==> config.mk <==
export PLATFORM = sky130hd
export DESIGN_NAME = jk_mod_counter
export DESIGN_NICKNAME = d
export VERILOG_FILES = /design/src/rtl/jk_pkg.sv /design/src/rtl/jk_stage.sv /design/src/rtl/jk_mod_counter.sv
export SDC_FILE = /design/constraint.sdc
export NUM_CORES = 1
export LEC_CHECK = 0
export ABC_CLOCK_PERIOD_IN_PS = 4180
export CAP_MARGIN = 20
export CORE_UTILIZATION = 45
export CTS_BUF_LIST = sky130_fd_sc_hd__clkbuf_8 sky130_fd_sc_hd__clkbuf_16
export DETAILED_ROUTE_END_ITERATION = 7
export GPL_TIMING_DRIVEN = 0
export PLACE_DENSITY = 0.77
export SYNTH_ARGS = -nofsm -noshare
export SYNTH_HDL_FRONTEND = slang
export SYNTH_SLANG_ARGS = --single-unit
==> constraint.sdc <==
create_clock -name clk -period 4.18 [get_ports clk]
set_clock_uncertainty 0.1 [all_clocks]
set_input_delay 0.627 -clock clk [delete_from_list [all_inputs] [get_ports clk]]
set_output_delay 0.627 -clock clk [all_outputs]
set_load 0.005 [all_outputs]
==> src/rtl/jk_pkg.sv <==
// rtl/jk_pkg.sv - JK excitation encodings and helper shared by the counter slice
//
// Purpose:
//   Holds the {j,k} pair encodings and the function that maps a present
//   bit value and a desired next bit value onto the JK excitation for one
//   stage.
// Contents:
//   JK_HOLD, JK_CLR, JK_SET, JK_TOG  {j,k} encodings
//   jk_excite(q, nxt)                returns {j,k} for one stage
package jk_pkg;

  localparam logic [1:0] JK_HOLD = 2'b00;
  localparam logic [1:0] JK_CLR  = 2'b01;
  localparam logic [1:0] JK_SET  = 2'b10;
  localparam logic [1:0] JK_TOG  = 2'b11;

  // A 0->1 transition needs J, a 1->0 transition needs K, and an unchanged
  // bit needs neither. Toggle is therefore never produced.
  function automatic logic [1:0] jk_excite(input logic q, input logic nxt);
    return {~q & nxt, q & ~nxt};
  endfunction

endpackage

==> src/rtl/jk_stage.sv <==
// rtl/jk_stage.sv - single JK flip-flop stage with complementary outputs
//
// Purpose:
//   One JK flip-flop. On each rising clk the {j,k} pair selects hold,
//   clear, set or toggle. An asynchronous active-low reset forces q to 0.
// Ports:
//   clk    in   rising-edge clock
//   reset  in   asynchronous reset, active low
//   j      in   J excitation
//   k      in   K excitation
//   q      out  stored bit
//   qbar   out  complement of q, including while reset is asserted
module jk_stage
  import jk_pkg::*;
(
  input  logic clk,
  input  logic reset,
  input  logic j,
  input  logic k,
  output logic q,
  output logic qbar
);

  logic r_q;

  always_ff @(posedge clk or negedge reset) begin
    if (!reset) begin
      r_q <= 1'b0;
    end else begin
      case ({j, k})
        JK_HOLD: r_q <= r_q;
        JK_CLR:  r_q <= 1'b0;
        JK_SET:  r_q <= 1'b1;
        JK_TOG:  r_q <= ~r_q;
        default: r_q <= r_q;
      endcase
    end
  end

  assign q    = r_q;
  assign qbar = ~r_q;

endmodule

==> src/rtl/jk_mod_counter.sv <==
// rtl/jk_mod_counter.sv - modulo-MOD up/down counter built from JK stages
module jk_mod_counter
  import jk_pkg::*;
#(
  parameter int WIDTH = 4,
  parameter int MOD   = 10
) (
  input  logic             clk,
  input  logic             reset,
  input  logic             en,
  input  logic             up,
  input  logic             load,
  input  logic [WIDTH-1:0] din,
  output logic [WIDTH-1:0] count,
  output logic [WIDTH-1:0] count_n,
  output logic [WIDTH-1:0] j_vec,
  output logic [WIDTH-1:0] k_vec,
  output logic             tc,
  output logic             load_err
);

  localparam logic [WIDTH:0]   MOD_W = (WIDTH+1)'(MOD);
  localparam logic [WIDTH-1:0] MAX_C = WIDTH'(MOD - 1);
  localparam logic [WIDTH-1:0] ONE_C = WIDTH'(1);

  logic [WIDTH-1:0] w_q;
  logic [WIDTH-1:0] w_qn;
  logic [WIDTH-1:0] w_nxt;
  logic [WIDTH-1:0] w_j;
  logic [WIDTH-1:0] w_k;
  logic             w_at_max;
  logic             w_at_zero;
  logic             w_din_oor;
  logic             r_load_err;

  assign w_at_max  = (w_q == MAX_C);
  assign w_at_zero = (w_q == '0);
  assign w_din_oor = ({1'b0, din} >= MOD_W);

  always_comb begin
    w_nxt = w_q;
    if (load) begin
      w_nxt = w_din_oor ? MAX_C : din;
    end else if (en) begin
      if (up) begin
        w_nxt = w_at_max ? '0 : (w_q + ONE_C);
      end else begin
        w_nxt = w_at_zero ? MAX_C : (w_q - ONE_C);
      end
    end
  end

  for (genvar gi = 0; gi < WIDTH; gi++) begin : g_stage
    assign {w_j[gi], w_k[gi]} = jk_excite(w_q[gi], w_nxt[gi]);

    jk_stage u_stage (
      .clk  (clk),
      .reset(reset),
      .j    (w_j[gi]),
      .k    (w_k[gi]),
      .q    (w_q[gi]),
      .qbar (w_qn[gi])
    );
  end

  always_ff @(posedge clk or negedge reset) begin
    if (!reset) begin
      r_load_err <= 1'b0;
    end else if (load && w_din_oor) begin
      r_load_err <= 1'b1;
    end
  end

  assign count    = w_q;
  assign count_n  = w_qn;
  assign j_vec    = w_j;
  assign k_vec    = w_k;
  assign tc       = en & ~load & (up ? w_at_max : w_at_zero);
  assign load_err = r_load_err;

endmodule

## Yosys cells after proc, flatten, opt, wreduce, memory -nomap -nowiden

Index checks and enable logic that the tools add are counted.

| word-level totals | value |
|---|---|
| input bits | 9 |
| output and inout bits | 18 |
| register bits | 5 |

| operators by class | value |
|---|---|
| $lt $le $gt $ge | 1 |
| add/subtract/negate cells | 2 |
| bitwise operators | 19 |
| mux-type cells | 11 |
| reductions and logical operators | 6 |
| equal/unequal tests | 13 |

Operators by type and width:

| kind | number |
|---|---|
| 4-bit 2-to-1 mux | 6 |
| 2-bit equality test, second input constant | 8 |
| 1-bit case mux with 3 select lines | 4 |
| 1-bit bitwise AND | 10 |
| 1-bit NOT | 9 |
| 2-bit by 1-bit equality test with 1-bit output, second input constant | 4 |
| 2-bit logical NOT | 4 |
| 4-bit by 1-bit adder with 4-bit output, second input constant | 1 |
| 4-bit equality test, second input constant | 1 |
| 4-bit greater-or-equal comparator, second input constant | 1 |
| 4-bit logical NOT | 1 |
| 4-bit by 1-bit subtractor with 4-bit output, second input constant | 1 |
| 1-bit logical AND | 1 |
| 1-bit 2-to-1 mux | 1 |

## Longest topological paths before layout

| logic depth | value |
|---|---|
| depth in word-level cells | 9 |
| mapped depth | 8 |
| mapped depth without buffers | 8 |

## Modules after synthesis

From an unflattened synthesis, not the netlist that was laid out.

| second synthesis, totals | value |
|---|---|
| cells, all modules | 70 |
| area, all modules | 520.5 µm² |

Modules (own cells, without submodules):

| module | instances | cells an instance | area each (µm²) |
|---|---|---|---|
| jk_mod_counter | 1 | 54 | 370.4 |
| jk_stage | 4 | 4 | 37.5 |

## Least setup slack after synthesis

OpenSTA, ideal clock, no wires.

| timing | value |
|---|---|
| kind | in2out |
| start | input port up |
| end | output port j_vec[2] |
| arrival time | 1.987 ns |
| setup slack | 1.466 ns |
| required time | 3.453 ns |
| stages | 6 |
| cell sequence | clkbuf_1 mux2_2 and4_1 o31a_1 ha_1 buf_4 |

| on the way | value |
|---|---|
| word-level cells in the longest chain between the ends | 4 |

Ends and longest elaborated chain:

| what | line | text |
|---|---|---|
| start, declared | jk_mod_counter.sv:11 | `input logic up,` |
| 4-bit 2-to-1 mux | jk_mod_counter.sv:45 | `if (up) begin` |
| 4-bit 2-to-1 mux | jk_mod_counter.sv:44 | `end else if (en) begin` |
| 4-bit 2-to-1 mux | jk_mod_counter.sv:42 | `if (load) begin` |
| 1-bit bitwise AND | jk_pkg.sv:20 | `return {~q & nxt, q & ~nxt};` |
| end, declared | jk_mod_counter.sv:16 | `output logic [WIDTH-1:0] j_vec,` |

Every way passes these cells.

## Final worst setup path

| timing | value |
|---|---|
| start | register g_stage[0].u_stage.r_q |
| end | output port j_vec[2] |

| on the way | value |
|---|---|
| word-level cells in the longest chain between the ends | 6 |

Ends and longest elaborated chain:

| what | line | text |
|---|---|---|
| start, declared | jk_stage.sv:24 | `logic r_q;` |
| start signal, assigned | jk_stage.sv:31 | `JK_HOLD: r_q <= r_q;` |
| start signal, assigned | jk_stage.sv:34 | `JK_TOG: r_q <= ~r_q;` |
| start signal, assigned | jk_stage.sv:35 | `default: r_q <= r_q;` |
| 4-bit by 1-bit subtractor with 4-bit output, or another cell as far along | jk_mod_counter.sv:48 | `w_nxt = w_at_zero ? MAX_C : (w_q - ONE_C);` |
| 4-bit 2-to-1 mux, on equally long branches | jk_mod_counter.sv:48, jk_mod_counter.sv:46 |  |
| 4-bit 2-to-1 mux (*) | jk_mod_counter.sv:45 |  |
| 4-bit 2-to-1 mux (*) | jk_mod_counter.sv:44 |  |
| 4-bit 2-to-1 mux (*) | jk_mod_counter.sv:42 |  |
| 1-bit bitwise AND (*) | jk_pkg.sv:20 |  |

Every way passes the cells marked *; elsewhere a longest branch is shown, timed or not.

==> summary.md <==
The critical path starts at g_stage[0].u_stage.q. Cells fill 68.8% of the core in the end. Hold repair after CTS inserted 0 buffers. In this run the most critical hold path is launched from load_err. After the last flow step, the layout net total stands at 133.

The count of routing violations after the opening detailed-route iteration is 5. During synthesis, Yosys emitted a total of 0 warnings. The first global-routing pass estimated 2600 um of wire. The total detailed-routing wirelength is 1530 um. Global routing consumed, over all layers together, 18.6% of the routing resources. The flow ran to the end, and the final reports show no timing, DRC or antenna violations. Among cell families on the critical path, the largest total delay comes from buffers and inverters. The logs give 1 for the number of H-tree branching levels and 0.409 mW for the internal power component. The register bit total from synthesis is 5, and the xor-xnor portion of the synthesized cell area is 2.40%. The die covers 0.00179 mm2. For this run, design rule violations remaining after detail routing come to 0. The part of the total power dissipated in combinational logic came out at 69.5%. The via count of the first global-routing pass was 606. Sorting the synthesized cells by area gives the leading types as ha_1, dfrtp_1, buf_4, mux2_2, inv_1. For the switching component of the power, the log shows 0.218 mW. Summed over its instances, the top area cell type makes up 20.5% of the synthesized netlist area. Summing the areas of all compound-gate instances in the mapped netlist gives 20.2% of the synthesized area. Setup slack closes at 0.638 ns. Switching portion of total power: 34.7%. TritonCTS built the clock tree. Of the synthesized area, sequential elements account for 17.1%. The share of async-settable or async-resettable flops after synthesis works out to 100%. In this design, the stage delay of the slowest critical-path cell is 0.48 ns.

The number of setup violations in the final report was 0; the combined buffer and inverter count along the critical path was 3. STA classifies the critical path startpoint as a flip-flop. The tools report the buffer cell driving the clock tree root as clkbuf_8. Setup repair after global routing left no endpoint under its margin. For the worst setup path, the data required time is 3.45 ns.

The capture point of the critical path is j_vec[2]. The synthesized instance count is 83, and the total clock buffers created by CTS is 3. The launch point of the worst reg-to-reg path is g_stage[0].u_stage.q. For the pin with the worst max-slew slack, the measured transition is 0.441 ns.

VDD sags by at most 414 uV. The run gives 670 as the via count of the routed design. Yosys mapped a number of flops with a built-in enable equal to 0. Worst-case headroom to the max-slew limit: 70.6%. The highest attainable clock frequency is 282 MHz, and the share of cell area taken by muxes after synthesis is 7.71%. Summed over all failing endpoints, the final setup total negative slack is 0 ns. In the finished design, the share of the clock period the worst path needs comes to 84.7%.

The logs give 0 for the max-slew violation total from the final report and 5 for the clock sink total. After clock tree synthesis, the repair step resized 0 gates. The critical path runs through a total of 9 cells. The leading register cell type out of synthesis is dfrtp_1. Dividing the detail-routed via count by the number of cells gives 5.28. The top cell type by total area after synthesis was ha_1. The most prevalent standard cell on the critical path was ha_1. The count of boundary I/O pins is 27. The logs give 0.741 for the global placement routability congestion and 0 for the reported max-cap violation count.

In this run the core area contains 14 standard-cell rows. After global routing the overflow that remains totals 0. With fillers left out, the area of the finished cells amounts to 0.00104 mm2. Of the cells placed in the final design, the portion with a size suffix greater than 1 is 21.6%.

Setup slack on the worst reg-to-reg path comes out at 1.58 ns. The minimum period implied by the final worst setup slack was 3.54 ns; the number of endpoints with negative hold slack in the final report was 0. The number of placed instances, taps included, is 123. Leaving out fill and tap cells, the most frequent cells in the layout are clkdlybuf4s50_1, buf_4, ha_1, inv_1. After Yosys synthesis, full adders, half adders and majority gates account for 20.5% of the synthesized area. The run gives 0.00151 mm2 as the placeable core area. The slowest stage of the critical path belongs to the cell dfrtp_1. Across all hold checks on the routed design, the worst slack comes to 0.377 ns. The starting utilization of the core area was 48.5%. The type of the worst setup path was flip-flop to output pin. The initial antenna violation count is 0. The path class of the tightest hold or removal check is flip-flop to flip-flop. Summing the areas of all and, or, nand and nor instances in the mapped netlist gives 11.0% of the synthesized area. The maximum root-to-sink buffer count is 2. The kind of capture point of the worst setup path was an output pin. The height of the die works out to 42.3 um. The power per cell area was 605 mW/mm2; the number of diodes was 0. For this design the static power due to leakage is 0.475 nW. Yosys mapped the design onto 31 distinct sky130hd cell types.

The average size of a mapped cell came out at 8.80 um2. Count of nets left with antenna violations after detail routing: 0. The total chip power came out at 0.627 mW.

Data arrives at the worst endpoint at 2.82 ns. For the net count after synthesis, the log shows 104. After synthesis, the largest family of logic cells by area is buffers and inverters.

The share of total power dissipated in the clock network is 13.6%. Sequential cells account for 16.9% of the total power. The leading cell type in the layout, fill and taps excluded was clkdlybuf4s50_1.

After detailed placement, the total cell area comes to 991 um2. The area growth from synthesis to layout is 41.8%. Counting cells, the worst reg-to-reg path comes to 8. The run gives 131 as the fill cell total of the finished layout.

The tools report the end of the worst register-to-register path as g_stage[2].u_stage.q. In this run the worst path has a maximum fanout of 10. Entering global routing, the biggest net connects 11 pins. The run gives 0.873 ns as the worst setup slack after placement.

The first TritonRoute pass finished after 4 iterations. For the worst-skew pair, the clock arrives at the later sink with an insertion delay of 0.22 ns. The mapped netlist covers 731 um2.

Overall die width: 42.3 um. The critical path goes through inv_1 > ha_1 > nor3b_1 > a31oi_1 > and4_1 > o31a_1 > ha_1 > buf_4 > clkdlybuf4s50_1. After clock tree synthesis, the setup repair step added 0 buffers. The average routed wire per standard cell is 12.0 um. The non-filler instance count after layout was 127. Clock-pin slew was measured on the worst setup and hold paths at 0.04 ns.

Count of input and output buffers: 24. Final HPWL from detailed placement: 1220 um.
==> area by class of cell <==
| class | count | area [um2] | area share, % |
|---|---|---|---|
| plain buffers | 18 | 128 | 12.3 |
| clock buffers | 3 | 41.3 | 3.99 |
| clock inverters | 1 | 3.75 | 0.362 |
| inverters | 7 | 26.3 | 2.54 |
| multi-input cells | 53 | 452 | 43.6 |
| flip-flops and latches | 5 | 125 | 12.1 |
| well taps | 16 | 20.0 | 1.93 |
| repair buffers | 24 | 240 | 23.2 |
==> cells in the mapped netlist, types with 2 or more instances <==
| cell | number |
|---|---|
| inv_1 | 7 |
| nor3b_1 | 2 |
| o21a_1 | 3 |
| buf_4 | 16 |
| o21ai_0 | 4 |
| clkbuf_1 | 2 |
| a211oi_1 | 2 |
| mux2_2 | 5 |
| ha_1 | 12 |
| dfrtp_1 | 5 |
| nor2_1 | 5 |
==> worst register-to-register path, delay by kind of cell, from the launching register on <==
family	cells	cell delay, ns
buf+inv	1	0.20
simple gates	2	0.58
flops	1	0.48
mux	1	0.28
compound gates	2	0.37
fa+ha+maj	2	0.48
==> power groups by stage <==
stage | Sequential (mW) | Combinational (mW) | Clock [mW]
floorplan | 0.0957 | 0.273 | 0
global placement | 0.105 | 0.427 | 0
detailed placement | 0.107 | 0.438 | 0
CTS | 0.106 | 0.441 | 0.0862
global route | 0.112 | 0.481 | 0.0910
finish | 0.106 | 0.436 | 0.0852
==> routing by layer <==
| metal | track usage, % | part of all wire [%] | up-vias |
|---|---|---|---|
| met1 | 23.5 | 47 | 313 |
| met3 | 2.59 | 4.0 | 0 |
| met4 | 3.75 | 0 | 0 |
| met5 | 0 | 0 | - |
| met2 | 33.5 | 49 | 20 |
| li1 | - | - | 337 |
==> worst min-delay path by stage <==
stage                                      end  cells past startpoint  slack (ns)
after detailed placement              load_err                      1        0.37
after floorplan           g_stage[0].u_stage.q                      0        0.23
after global placement                load_err                      1        0.35
after global routing                  load_err                      1        0.40
after CTS                             load_err                      1        0.39
final                                 load_err                      1        0.38
==> kinds of logic (layout without fill, tap and decap cells) <==
logic type | count (synthesis) | count (layout)
buffers and inverters | 25 | 53
muxes | 5 | 5
xor gates and xnor gates | 2 | 2
adders and majority gates | 12 | 12
AOI/OAI and AO/OA | 20 | 20
DFF | 5 | 5
and+or+nand+nor | 14 | 14
==> flip-flops by register name, indices dropped and copies added, names as in the netlist <==
register,flops
load_err,1
g_stage.u_stage.q,4
(Power assumes the default switching activity.)
